===== src/rtl/disp_pkg.sv =====
// rtl/disp_pkg.sv - shared constants, types and anode decode for the display scanner
//
// Purpose : digit count, nibble width, default prescaler width, blank and
//           active-low enable constants, and the anode decode helper.
// Ports   : none (package).
package disp_pkg;

  localparam int NDIG      = 4;
  localparam int NIB_W     = 4;
  localparam int DIV_W_DEF = 17;

  localparam logic [NDIG-1:0] BLANK_NONE = 4'b0000;
  localparam logic [NDIG-1:0] AN_ALL_OFF = 4'b1111;
  localparam logic            AN_ON      = 1'b0;

  typedef logic [1:0] sel_t;

  // Staging and active registers carry digits and blank mask together.
  typedef struct packed {
    logic [NDIG*NIB_W-1:0] digits;
    logic [NDIG-1:0]       blank;
  } disp_word_t;

  localparam disp_word_t DISP_WORD_RST = '{digits: '0, blank: BLANK_NONE};

  // One enable low for the selected digit, unless that digit is blanked.
  function automatic logic [NDIG-1:0] an_decode(input sel_t sel, input logic [NDIG-1:0] blank);
    logic [NDIG-1:0] w_an;
    w_an = AN_ALL_OFF;
    if (!blank[sel]) begin
      w_an[sel] = AN_ON;
    end
    return w_an;
  endfunction

endpackage


===== src/rtl/disp_scan_tick_gen.sv =====
// rtl/disp_scan_tick_gen.sv - free-running prescaler producing the scan tick
//
// Purpose : DIV_W-bit wrapping counter; tick is high in the cycle where the
//           counter is all ones, i.e. once every 2^DIV_W cycles.
// Ports   : clk  - clock
//           rst  - asynchronous active-high reset (counter to 0)
//           tick - scan step strobe
module tick_gen #(
  parameter int DIV_W = 17
) (
  input  logic clk,
  input  logic rst,
  output logic tick
);

  logic [DIV_W-1:0] r_cnt;

  always_ff @(posedge clk or posedge rst) begin
    if (rst) begin
      r_cnt <= '0;
    end else begin
      r_cnt <= r_cnt + 1'b1;
    end
  end

  assign tick = &r_cnt;

endmodule


===== src/rtl/disp_scan.sv =====
// rtl/disp_scan.sv - four-digit multiplexed display scanner with frame-aligned commit
//
// Purpose : steps a 2-bit scan select every prescaler tick, decodes active-low
//           digit enables, and double-buffers digit data so the displayed
//           digits only change at the frame boundary (s wrapping 3 -> 0).
// Ports   : clk, rst        - clock, asynchronous active-high reset
//           load            - strobe capturing din/blank_in into staging
//           din[15:0]       - four hex digits, [3:0] is digit 0
//           blank_in[3:0]   - per-digit blank mask
//           s[1:0]          - scan select for the downstream nibble mux
//           I0..I3[3:0]     - active digit nibbles 0..3
//           an[3:0]         - active-low digit enables
//           pending         - staging holds uncommitted data
//           frame           - one-cycle pulse after each completed frame
module disp_scan
  import disp_pkg::*;
#(
  parameter int DIV_W = DIV_W_DEF
) (
  input  logic                  clk,
  input  logic                  rst,
  input  logic                  load,
  input  logic [NDIG*NIB_W-1:0] din,
  input  logic [NDIG-1:0]       blank_in,
  output logic [1:0]            s,
  output logic [NIB_W-1:0]      I0,
  output logic [NIB_W-1:0]      I1,
  output logic [NIB_W-1:0]      I2,
  output logic [NIB_W-1:0]      I3,
  output logic [NDIG-1:0]       an,
  output logic                  pending,
  output logic                  frame
);

  localparam sel_t SEL_LAST = 2'd3;

  logic       w_tick;
  logic       w_commit;
  sel_t       r_s;
  disp_word_t r_stage;
  disp_word_t r_active;
  logic       r_pending;
  logic       r_frame;

  tick_gen #(.DIV_W(DIV_W)) u_tick_gen (
    .clk  (clk),
    .rst  (rst),
    .tick (w_tick)
  );

  // The last digit slot finishing is the only point active data may change.
  assign w_commit = w_tick && (r_s == SEL_LAST);

  always_ff @(posedge clk or posedge rst) begin
    if (rst) begin
      r_s <= '0;
    end else if (w_tick) begin
      r_s <= r_s + 2'd1;
    end
  end

  // Load wins over the commit clear: a load on the commit edge leaves new
  // data staged while the previous staging moves to active.
  always_ff @(posedge clk or posedge rst) begin
    if (rst) begin
      r_stage   <= DISP_WORD_RST;
      r_pending <= 1'b0;
    end else if (load) begin
      r_stage   <= '{digits: din, blank: blank_in};
      r_pending <= 1'b1;
    end else if (w_commit) begin
      r_pending <= 1'b0;
    end
  end

  always_ff @(posedge clk or posedge rst) begin
    if (rst) begin
      r_active <= DISP_WORD_RST;
    end else if (w_commit && r_pending) begin
      r_active <= r_stage;
    end
  end

  always_ff @(posedge clk or posedge rst) begin
    if (rst) begin
      r_frame <= 1'b0;
    end else begin
      r_frame <= w_commit;
    end
  end

  assign s       = r_s;
  assign an      = an_decode(r_s, r_active.blank);
  assign I0      = r_active.digits[3:0];
  assign I1      = r_active.digits[7:4];
  assign I2      = r_active.digits[11:8];
  assign I3      = r_active.digits[15:12];
  assign pending = r_pending;
  assign frame   = r_frame;

endmodule


===== config.mk =====
export PLATFORM = sky130hd
export DESIGN_NAME = disp_scan
export DESIGN_NICKNAME = d
export VERILOG_FILES = /design/src/rtl/disp_pkg.sv /design/src/rtl/disp_scan_tick_gen.sv /design/src/rtl/disp_scan.sv
export SDC_FILE = /design/constraint.sdc
export NUM_CORES = 1
export LEC_CHECK = 0
export CORE_ASPECT_RATIO = 1.4
export CORE_UTILIZATION = 25
export DETAILED_ROUTE_END_ITERATION = 10
export HOLD_SLACK_MARGIN = 0.06
export SLEW_MARGIN = 10
export SYNTH_ARGS = -nofsm -noshare
export SYNTH_HDL_FRONTEND = slang
export SYNTH_SLANG_ARGS = --single-unit

===== constraint.sdc =====
create_clock -name clk -period 5.85 [get_ports clk]
set_clock_uncertainty 0.05 [all_clocks]
set_input_delay 1.4625 -clock clk [delete_from_list [all_inputs] [get_ports clk]]
set_output_delay 1.4625 -clock clk [all_outputs]
set_load 0.1 [all_outputs]

==> impl_metrics.yaml, run 1 <==
yosys:
  syn_avg_cell_area_um2: 14.0
  syn-num-nets: 213
  ys_seq_area_share_pct: 59.2
  synthTopCellsByArea: "dfrtp_1, mux2_2, mux2_1, buf_4, xor2_1"
  yosys.area.top_type: "dfrtp_1"
  ys_types: 23
  yosys_warnings: 0
  yosysTopAreaCellShare_pct: 59.2
  synth_area_um2: 2580
  ys_seq_elements: 61
  syn_inst: 184
route:
  route.detailed.drc: 0
  wl_met2_um: 2020
  wl_um: 4200
  drt_iter0_drc: 46
  wl_per_cell_um: 11.6
  drt_pre_antenna_iters: 4
  drt-met1-wl_um: 1830
  ant_nets: 0
  vias: 1486
  met3_length_um: 191
  top_layer_used: "met4"
  via_per_inst: 4.12
timing:
  hold_violations: 0
  period_needed_ns: 3.96
  rsz0062_at_grt: "no"
  hold_ws_ns: 0.423
  tns_ns: 0
  setup_violations: 0
  setup_slack_ns: 1.89
  worst_slew_pin_slew_ns: 1.08
  fmax_mhz: 252
  max_slew_margin_pct: 27.8
  maxSlewViolCount: 0
  min_period_over_period_pct: 67.8
die:
  io_pins: 47
  start_util_pct: 25.9
  coreArea_um2: 9950
  die_h_um: 122
  die_w_um: 87.8
  die_area_um2: 10700
  rows: 43
clock_network:
  cts.repair.resized: 0
  cts_setup_buffers: 0
  cts-root-buf: "clkbuf_16"
  cts_tree: "built"
  cts_buffers: 9
  clkSlewWorstSetupHoldPaths_ns: 0.05
  max-clock-path-buffers: 2
  htreeDepth: 3
  hold_buffers: 0
  clkSinkCount: 61
  clk_latency_ns: 0.31
finish:
  area_delta_synth_final_pct: 29.4
  final_nets: 251
  drive_above_1_share_pct: 19.5
  final_cell_mix: "dfrtp_1, clkdlybuf4s50_1, mux2_2"
  layout_commonest_cell: "dfrtp_1"
  diodes: 0
global_route:
  grt_overflow_total: 0
  grt_pass1_vias: 1563
  grtUsageTotal_pct: 9.39
  grt_pass1_wl_um: 7300
  grt_start_max_net_pins: 62
  antenna_found_initial: 0
placement:
  hpwl_um: 2790
  io_buffer_count: 46
  dp_slack_ns: 2.19
  routabilityCongestion: 0.712
power:
  power_density_nw_per_um2: 282
  power.leakage_uw: 0.00157
  ir_drop_uv: 159
worst_setup_path:
  cp-end-kind: "primary output"
  critPathKind: "reg -> out"
  rr_worst_depth: 8
  cp_data_required_time_ns: 4.34
  critPathMaxFanout: 6
  crit_arrival_ns: 2.45
  start_kind: "flip-flop"
outcome:
  status: "complete, no violations"
min_path:
  min_path_cells: 1
  hold_class: "reg -> reg"
run:
  max-cap-violations: 0
## power by group
group / internal [uW] / switching, uW
clock network: 293 / 161
registers: 437 / 6.35
logic: 25.8 / 15.9
total: 756 / 184
## final timing paths
kind | from | end | slack (ns)
max | s[0] | an[3] | 1.89
min in group asynchronous | rst | I3[0] | 1.63
max reg2reg | u_tick_gen.r_cnt[0] | I3[0] | 2.89
max in group asynchronous | rst | r_stage[4] | 3.63
min | u_tick_gen.r_cnt[15] | u_tick_gen.r_cnt[15] | 0.42
min reg2reg | u_tick_gen.r_cnt[15] | u_tick_gen.r_cnt[15] | 0.42
## metrics by stage
stage / utilization [%] / cells / power [uW] / instance area, um^2
floorplan: - / 184 / 470 / 2580
global placement: 30.9 / 346 / 491 / 3070
detailed placement: 30.9 / 346 / 493 / 3070
CTS: 33.5 / 361 / 962 / 3330
global route: 33.5 / 361 / 986 / 3330
finish: 33.5 / 361 / 940 / 3330
## kinds of logic after synthesis
| kind of cell | after synthesis | synth area share [%] |
|---|---|---|
| compound gates | 2 | 0.485 |
| xor+xnor | 15 | 5.10 |
| fa+ha+maj | 6 | 2.91 |
| buf+inv | 27 | 6.46 |
| flops | 61 | 59.2 |
| mux | 41 | 18.3 |
| simple gates | 32 | 7.48 |
## cell usage after synthesis
library cell	number
nand3_1	1
nand2b_1	4
nand4_1	4
buf_2	4
nand3_2	2
inv_1	6
mux2_1	17
a21o_1	1
nor3_1	4
nand4_2	2
xor2_1	12
xnor2_1	3
inv_2	1
nand2_1	7
ha_1	6
mux4_2	1
mux2_2	23
dfrtp_1	61
nor4_2	1
nor4_1	3
buf_4	16
o21ai_0	1
nor2_1	4
## critical path: stages, from the launching register on
cell	delay, ns
dfrtp_1	0.46
mux4_2	0.56
nand2b_1	0.16
clkdlybuf4s50_1	0.96
## area by class of cell
| type | instances | area [um^2] |
|---|---|---|
| Timing Repair Buffer | 47 | 468 |
| Fill cell | 997 | 6620 |
| Clock inverter | 2 | 10.0 |
| Tap cell | 135 | 169 |
| Multi-Input combinational cell | 96 | 885 |
| Clock buffer | 13 | 250 |
| Sequential cell | 61 | 1530 |
| Inverter | 7 | 26.3 |
## layer usage
layer,up-vias,track usage [%]
li1,694,-
met1,744,10.7
met2,38,14.2
met3,10,2.57
met4,0,8.30
met5,-,0
## sequential cells by signal, indices dropped and copies added (netlist names)
register,count
I2,4
I3,4
u_tick_gen.r_cnt,17
I1,4
I0,4
s,2
frame,1
pending,1
r_active,4
r_stage,20
Power figures use the tool's default switching activity.
==> run 2, diff against run 1 <==
clock period = 3.5 ns   (was 5.85 ns; I/O delays follow)
==> run 2 against run 1 <==
Compared with the run above: clock-buffer cell count shrank 4; largest power group unchanged; first-iteration DRC count is 67% higher; total power rose by 70%; sequential power grew 67%; combinational power up 73%; via count shrank 2.3%; cell count grew 0.83%; global-route usage grew 0.12 points; critical path type is now reg -> reg; worst hold slack better by 0.0092 ns.
==> impl_metrics.yaml, run 2 (synthesis results as in run 1) <==
outcome:
  status: "complete, no violations"
finish:
  diodes: 0
  drive_above_1_share_pct: 32.3
  largest_reg_flops: 20
  area_delta_synth_final_pct: 28.8
  final_cell_mix: "dfrtp_1, buf_4, mux2_2"
  reg_top3: "r_stage x20, u_tick_gen.r_cnt x17"
  final_core_util_pct: 33.4
  layout_commonest_cell: "dfrtp_1"
  largest-register: "r_stage"
  final_nets: 253
timing:
  hold_ws_ns: 0.432
  rsz0062_at_grt: "no"
  period_needed_ns: 2.70
  tns_ns: 0
  setup_slack_ns: 0.797
  worst_slew_pin_slew_ns: 0.634
  fmax_mhz: 370
  max_slew_margin_pct: 57.7
  hold_violations: 0
  setup_violations: 0
  min_period_over_period_pct: 77.2
  maxSlewViolCount: 0
clock_network:
  cts_buffers: 9
  clkSlewWorstSetupHoldPaths_ns: 0.06
  cts.repair.resized: 0
  cts-root-buf: "clkbuf_16"
  clk_latency_ns: 0.32
  htreeDepth: 3
  max-clock-path-buffers: 2
  clkSinkCount: 61
  cts_setup_buffers: 0
  cts_tree: "built"
  hold_buffers: 0
power:
  p_clk_share_pct: 49.3
  power_density_nw_per_um2: 482
  totalPowerFinal_uw: 1600
  pwr-share-seq_pct: 46.2
  power.internal_uw: 1250
  ir_drop_uv: 236
  p_sw_uw: 346
  p_comb_share_pct: 4.5
  swShare_pct: 21.7
  power.leakage_uw: 0.00162
route:
  ant_nets: 0
  wl_um: 4320
  drt_iter0_drc: 77
  drt_pre_antenna_iters: 4
  route.detailed.drc: 0
  via_per_inst: 3.99
  vias: 1452
  wl_per_cell_um: 11.9
worst_setup_path:
  r2r-start: "u_tick_gen.r_cnt[0]"
  crit_slowest_cell: "dfrtp_1"
  rr_worst_depth: 9
  r2r_end: "I0[2]"
  start_kind: "flip-flop"
  critPathKind: "reg -> reg"
  critPathMaxFanout: 11
  crit_family: "simple AND/OR/NAND/NOR gates"
  cp-end-kind: "flip-flop"
  cp_data_required_time_ns: 3.65
  slowest_delay_ns: 0.41
  cp-startpoint: "u_tick_gen.r_cnt[0]"
  crit_arrival_ns: 2.85
  cp-endpoint: "I0[2]"
  reg2reg_slack_ns: 0.80
  path_buf_inv: 2
  path_cells: "ha_1, nand3_2, nor4_1, ha_1, nand2_1, inv_2, nand2_1, buf_4, mux2_1"
  cp_num_cells: 9
die:
  die_area_um2: 10700
  start_util_pct: 25.9
  die_h_um: 122
  rows: 43
  coreArea_um2: 9950
  die_w_um: 87.8
  io_pins: 47
placement:
  io_buffer_count: 46
  hpwl_um: 3040
  dp_slack_ns: 0.741
  routabilityCongestion: 0.681
run:
  max-cap-violations: 0
min_path:
  hold_class: "reg -> reg"
  hp-start: "u_tick_gen.r_cnt[15]"
  min_path_cells: 1
global_route:
  grtUsageTotal_pct: 9.51
  grt_overflow_total: 0
  grt_start_max_net_pins: 34
  antenna_found_initial: 0
  grt_pass1_wl_um: 7390
  grt_pass1_vias: 1580
## run 2: cell count changes in the layout (fill, tap and decap cells not counted), sizes merged
cell | previous run | this run
clkdlybuf4s50 | 46 | 22
clkinvlp | 0 | 4
buf | 1 | 27
clkbuf | 13 | 9
clkinv | 2 | 3
## run 2: final cells by class
class	instances	area [um^2]
Multi-Input combinational cell	96	885
Sequential cell	61	1530
Fill cell	986	6630
Timing Repair Buffer	49	435
Clock buffer	9	225
Clock inverter	7	52.6
Tap cell	135	169
Inverter	7	26.3
## run 2: worst min path at each step
| stage | endpoint | slack [ns] |
|---|---|---|
| 6_report | u_tick_gen.r_cnt[15] | 0.43 |
| 5_1_grt | I3[3] | 0.45 |
| 3_5_place_dp | u_tick_gen.r_cnt[15] | 0.42 |
| 4_1_cts | u_tick_gen.r_cnt[15] | 0.43 |
| 3_3_place_gp | u_tick_gen.r_cnt[15] | 0.41 |
| 2_1_floorplan | u_tick_gen.r_cnt[15] | 0.39 |
## run 2: power groups by stage
stage / logic (uW) / clock network, uW / registers [uW]
finish: 72.0 / 787 / 739
global placement: 72.8 / 0 / 751
global route: 79.7 / 856 / 742
CTS: 74.4 / 816 / 739
floorplan: 38.4 / 0 / 748
detailed placement: 74.3 / 0 / 752
## run 2: per-stage QoR
stage / std cells / instance area [um^2]
finish: 364 / 3320
global route: 364 / 3320
CTS: 364 / 3320
detailed placement: 348 / 3040
global placement: 348 / 3040
floorplan: 184 / 2580
## run 2: routing by layer
metal	GRT usage, %	vias up	routed length [um]
met5	0	-	0
met4	6.76	0	101
met3	3.12	7	185
met1	11.0	715	1940
met2	14.6	35	2090
li1	-	695	-
## run 2: worst register-to-register path: cells and delay by family (launching register included)
kind                       cells  cell delay, ns
and+or+nand+nor                4            0.93
DFF                            1            0.41
buffers and inverters          2            0.39
adders and majority gates      2            0.49
muxes                          1            0.33
==> run 3, diff against run 2 <==
clock period = 2.47 ns   (was 3.5 ns; I/O delays follow)
==> run 3 against run 2 <==
Compared with the run above: sequential cell count did not move; total power rose by 54%; cell count rose by 0.55%; cell area rose by 3.5%; combinational power rose by 42%; global-route usage barely moved; worst setup slack got worse by 0.68 ns; wire length rose by 0.83%; via count rose by 2.9%; critical path depth fell by 6; critical endpoint is now an[2]; sequential share of layout area fell by 1.5 points; clock power rose by 66%.
==> impl_metrics.yaml, run 3 (synthesis results as in run 1) <==
worst_setup_path:
  crit_slowest_cell: "mux4_2"
  critPathKind: "reg -> out"
  cp-end-kind: "primary output"
  start_kind: "flip-flop"
  slowest_delay_ns: 0.55
  cp_data_required_time_ns: 1.80
  path_cells: "mux4_2, nand2b_2, buf_12"
  cp-startpoint: "s[0]"
  r2r-start: "u_tick_gen.r_cnt[0]"
  crit_arrival_ns: 1.69
  critPathMaxFanout: 6
finish:
  largest_reg_flops: 20
  area_delta_synth_final_pct: 33.3
  final_nets: 255
  final_core_util_pct: 34.5
  final_cell_mix: "dfrtp_1, buf_4, mux2_2"
  diodes: 0
  reg_top3: "r_stage x20, u_tick_gen.r_cnt x17"
  drive_above_1_share_pct: 35.1
  instances_no_fill: 366
  largest-register: "r_stage"
  layout_commonest_cell: "dfrtp_1"
route:
  drt_iter0_drc: 65
  wl_um: 4360
  wl_per_cell_um: 11.9
  route.detailed.drc: 0
  via_per_inst: 4.08
  drt_pre_antenna_iters: 4
  ant_nets: 0
  vias: 1494
power:
  ir_drop_uv: 483
  totalPowerFinal_uw: 2460
  power_density_nw_per_um2: 715
  power.leakage_uw: 0.00167
timing:
  fmax_mhz: 425
  worst_slew_pin_slew_ns: 0.326
  setup_violations: 0
  hold_violations: 0
  min_period_over_period_pct: 95.3
  period_needed_ns: 2.35
  tns_ns: 0
  maxSlewViolCount: 0
  max_slew_margin_pct: 78.1
  rsz0062_at_grt: "no"
clock_network:
  max-clock-path-buffers: 2
  cts.repair.resized: 0
  htreeDepth: 3
  hold_buffers: 0
  clkSinkCount: 61
  cts-root-buf: "clkbuf_16"
  cts_setup_buffers: 0
  cts_tree: "built"
  clk_latency_ns: 0.32
  cts_buffers: 9
  clkSlewWorstSetupHoldPaths_ns: 0.05
global_route:
  grt_overflow_total: 0
  grt_pass1_vias: 1628
  grtUsageTotal_pct: 9.55
  grt_start_max_net_pins: 62
  grt_pass1_wl_um: 7490
  antenna_found_initial: 0
placement:
  io_buffer_count: 46
  post-place-cells: 350
  hpwl_um: 3000
  routabilityCongestion: 0.709
run:
  max-cap-violations: 0
outcome:
  status: "complete, no violations"
min_path:
  hp-start: "r_stage[13]"
  hold_class: "reg -> reg"
die:
  start_util_pct: 25.9
  die_h_um: 122
  die_w_um: 87.8
  coreArea_um2: 9950
  die_area_um2: 10700
  rows: 43
  io_pins: 47
run 3: cell types whose count changed in the layout (fill, tap and decap cells not counted), moves of 2 or more:
| cell | before | now |
|---|---|---|
| buf_12 | 1 | 5 |
| nand2b_1 | 4 | 0 |
| nand2b_2 | 0 | 4 |
| buf_4 | 26 | 24 |
| bufinv_16 | 0 | 2 |
| clkinv_4 | 2 | 0 |
| dfrtp_1 | 61 | 59 |
| dfrtp_2 | 0 | 2 |
run 3: stage by stage:
stage / setup slack [ns] / hold WS (ns) / area [um^2]
final: 0.117 / 0.427 / 3440
after floorplan: 0.0415 / 0.392 / 2590
after global routing: 0.0513 / 0.448 / 3440
after CTS: 0.0932 / 0.430 / 3440
after detailed placement: 0.260 / 0.414 / 3120
after global placement: 0.337 / 0.410 / 3120
run 3: critical path: cells and delay by family, from the launching register on:
| kind | cells | cell delay [ns] |
|---|---|---|
| buffers and inverters | 1 | 0.17 |
| and+or+nand+nor | 1 | 0.22 |
| DFF | 1 | 0.43 |
| muxes | 1 | 0.55 |
run 3: routing by layer:
layer  vias to the layer above  wire length, um  GRT usage [%]  part of all wire [%]
met5                         -                0              0                     0
met4                         0              144           7.68                   3.3
met1                       742             1840           10.9                    42
met2                        39             2160           14.9                    50
met3                        11              216           2.51                   5.0
li1                        702                -              -                     -
run 3: final timing paths:
kind                       slack [ns]  endpoint  depth (start not counted)
max in group asynchronous        1.47     I3[0]                          3
setup reg to reg                 0.30     I3[0]                          9
min in group asynchronous        0.60     I2[0]                          3
hold / removal                   0.43     I2[1]                          1
hold reg to reg                  0.43     I2[1]                          1
setup / recovery                 0.12     an[2]                          3
run 3: area by class of cell:
class / instances / area (um^2)
Clock inverter: 6 / 87.6
Timing Repair Buffer: 51 / 500
Tap cell: 135 / 169
Clock buffer: 10 / 229
Sequential cell: 61 / 1530
Inverter: 7 / 26.3
Multi-Input combinational cell: 96 / 895
Fill cell: 988 / 6520
run 3: power breakdown:
group	total [uW]	switching [uW]	internal [uW]
clock network	1310	426	880
registers	1050	14.4	1030
logic	102	38.0	63.7
total	2460	478	1980
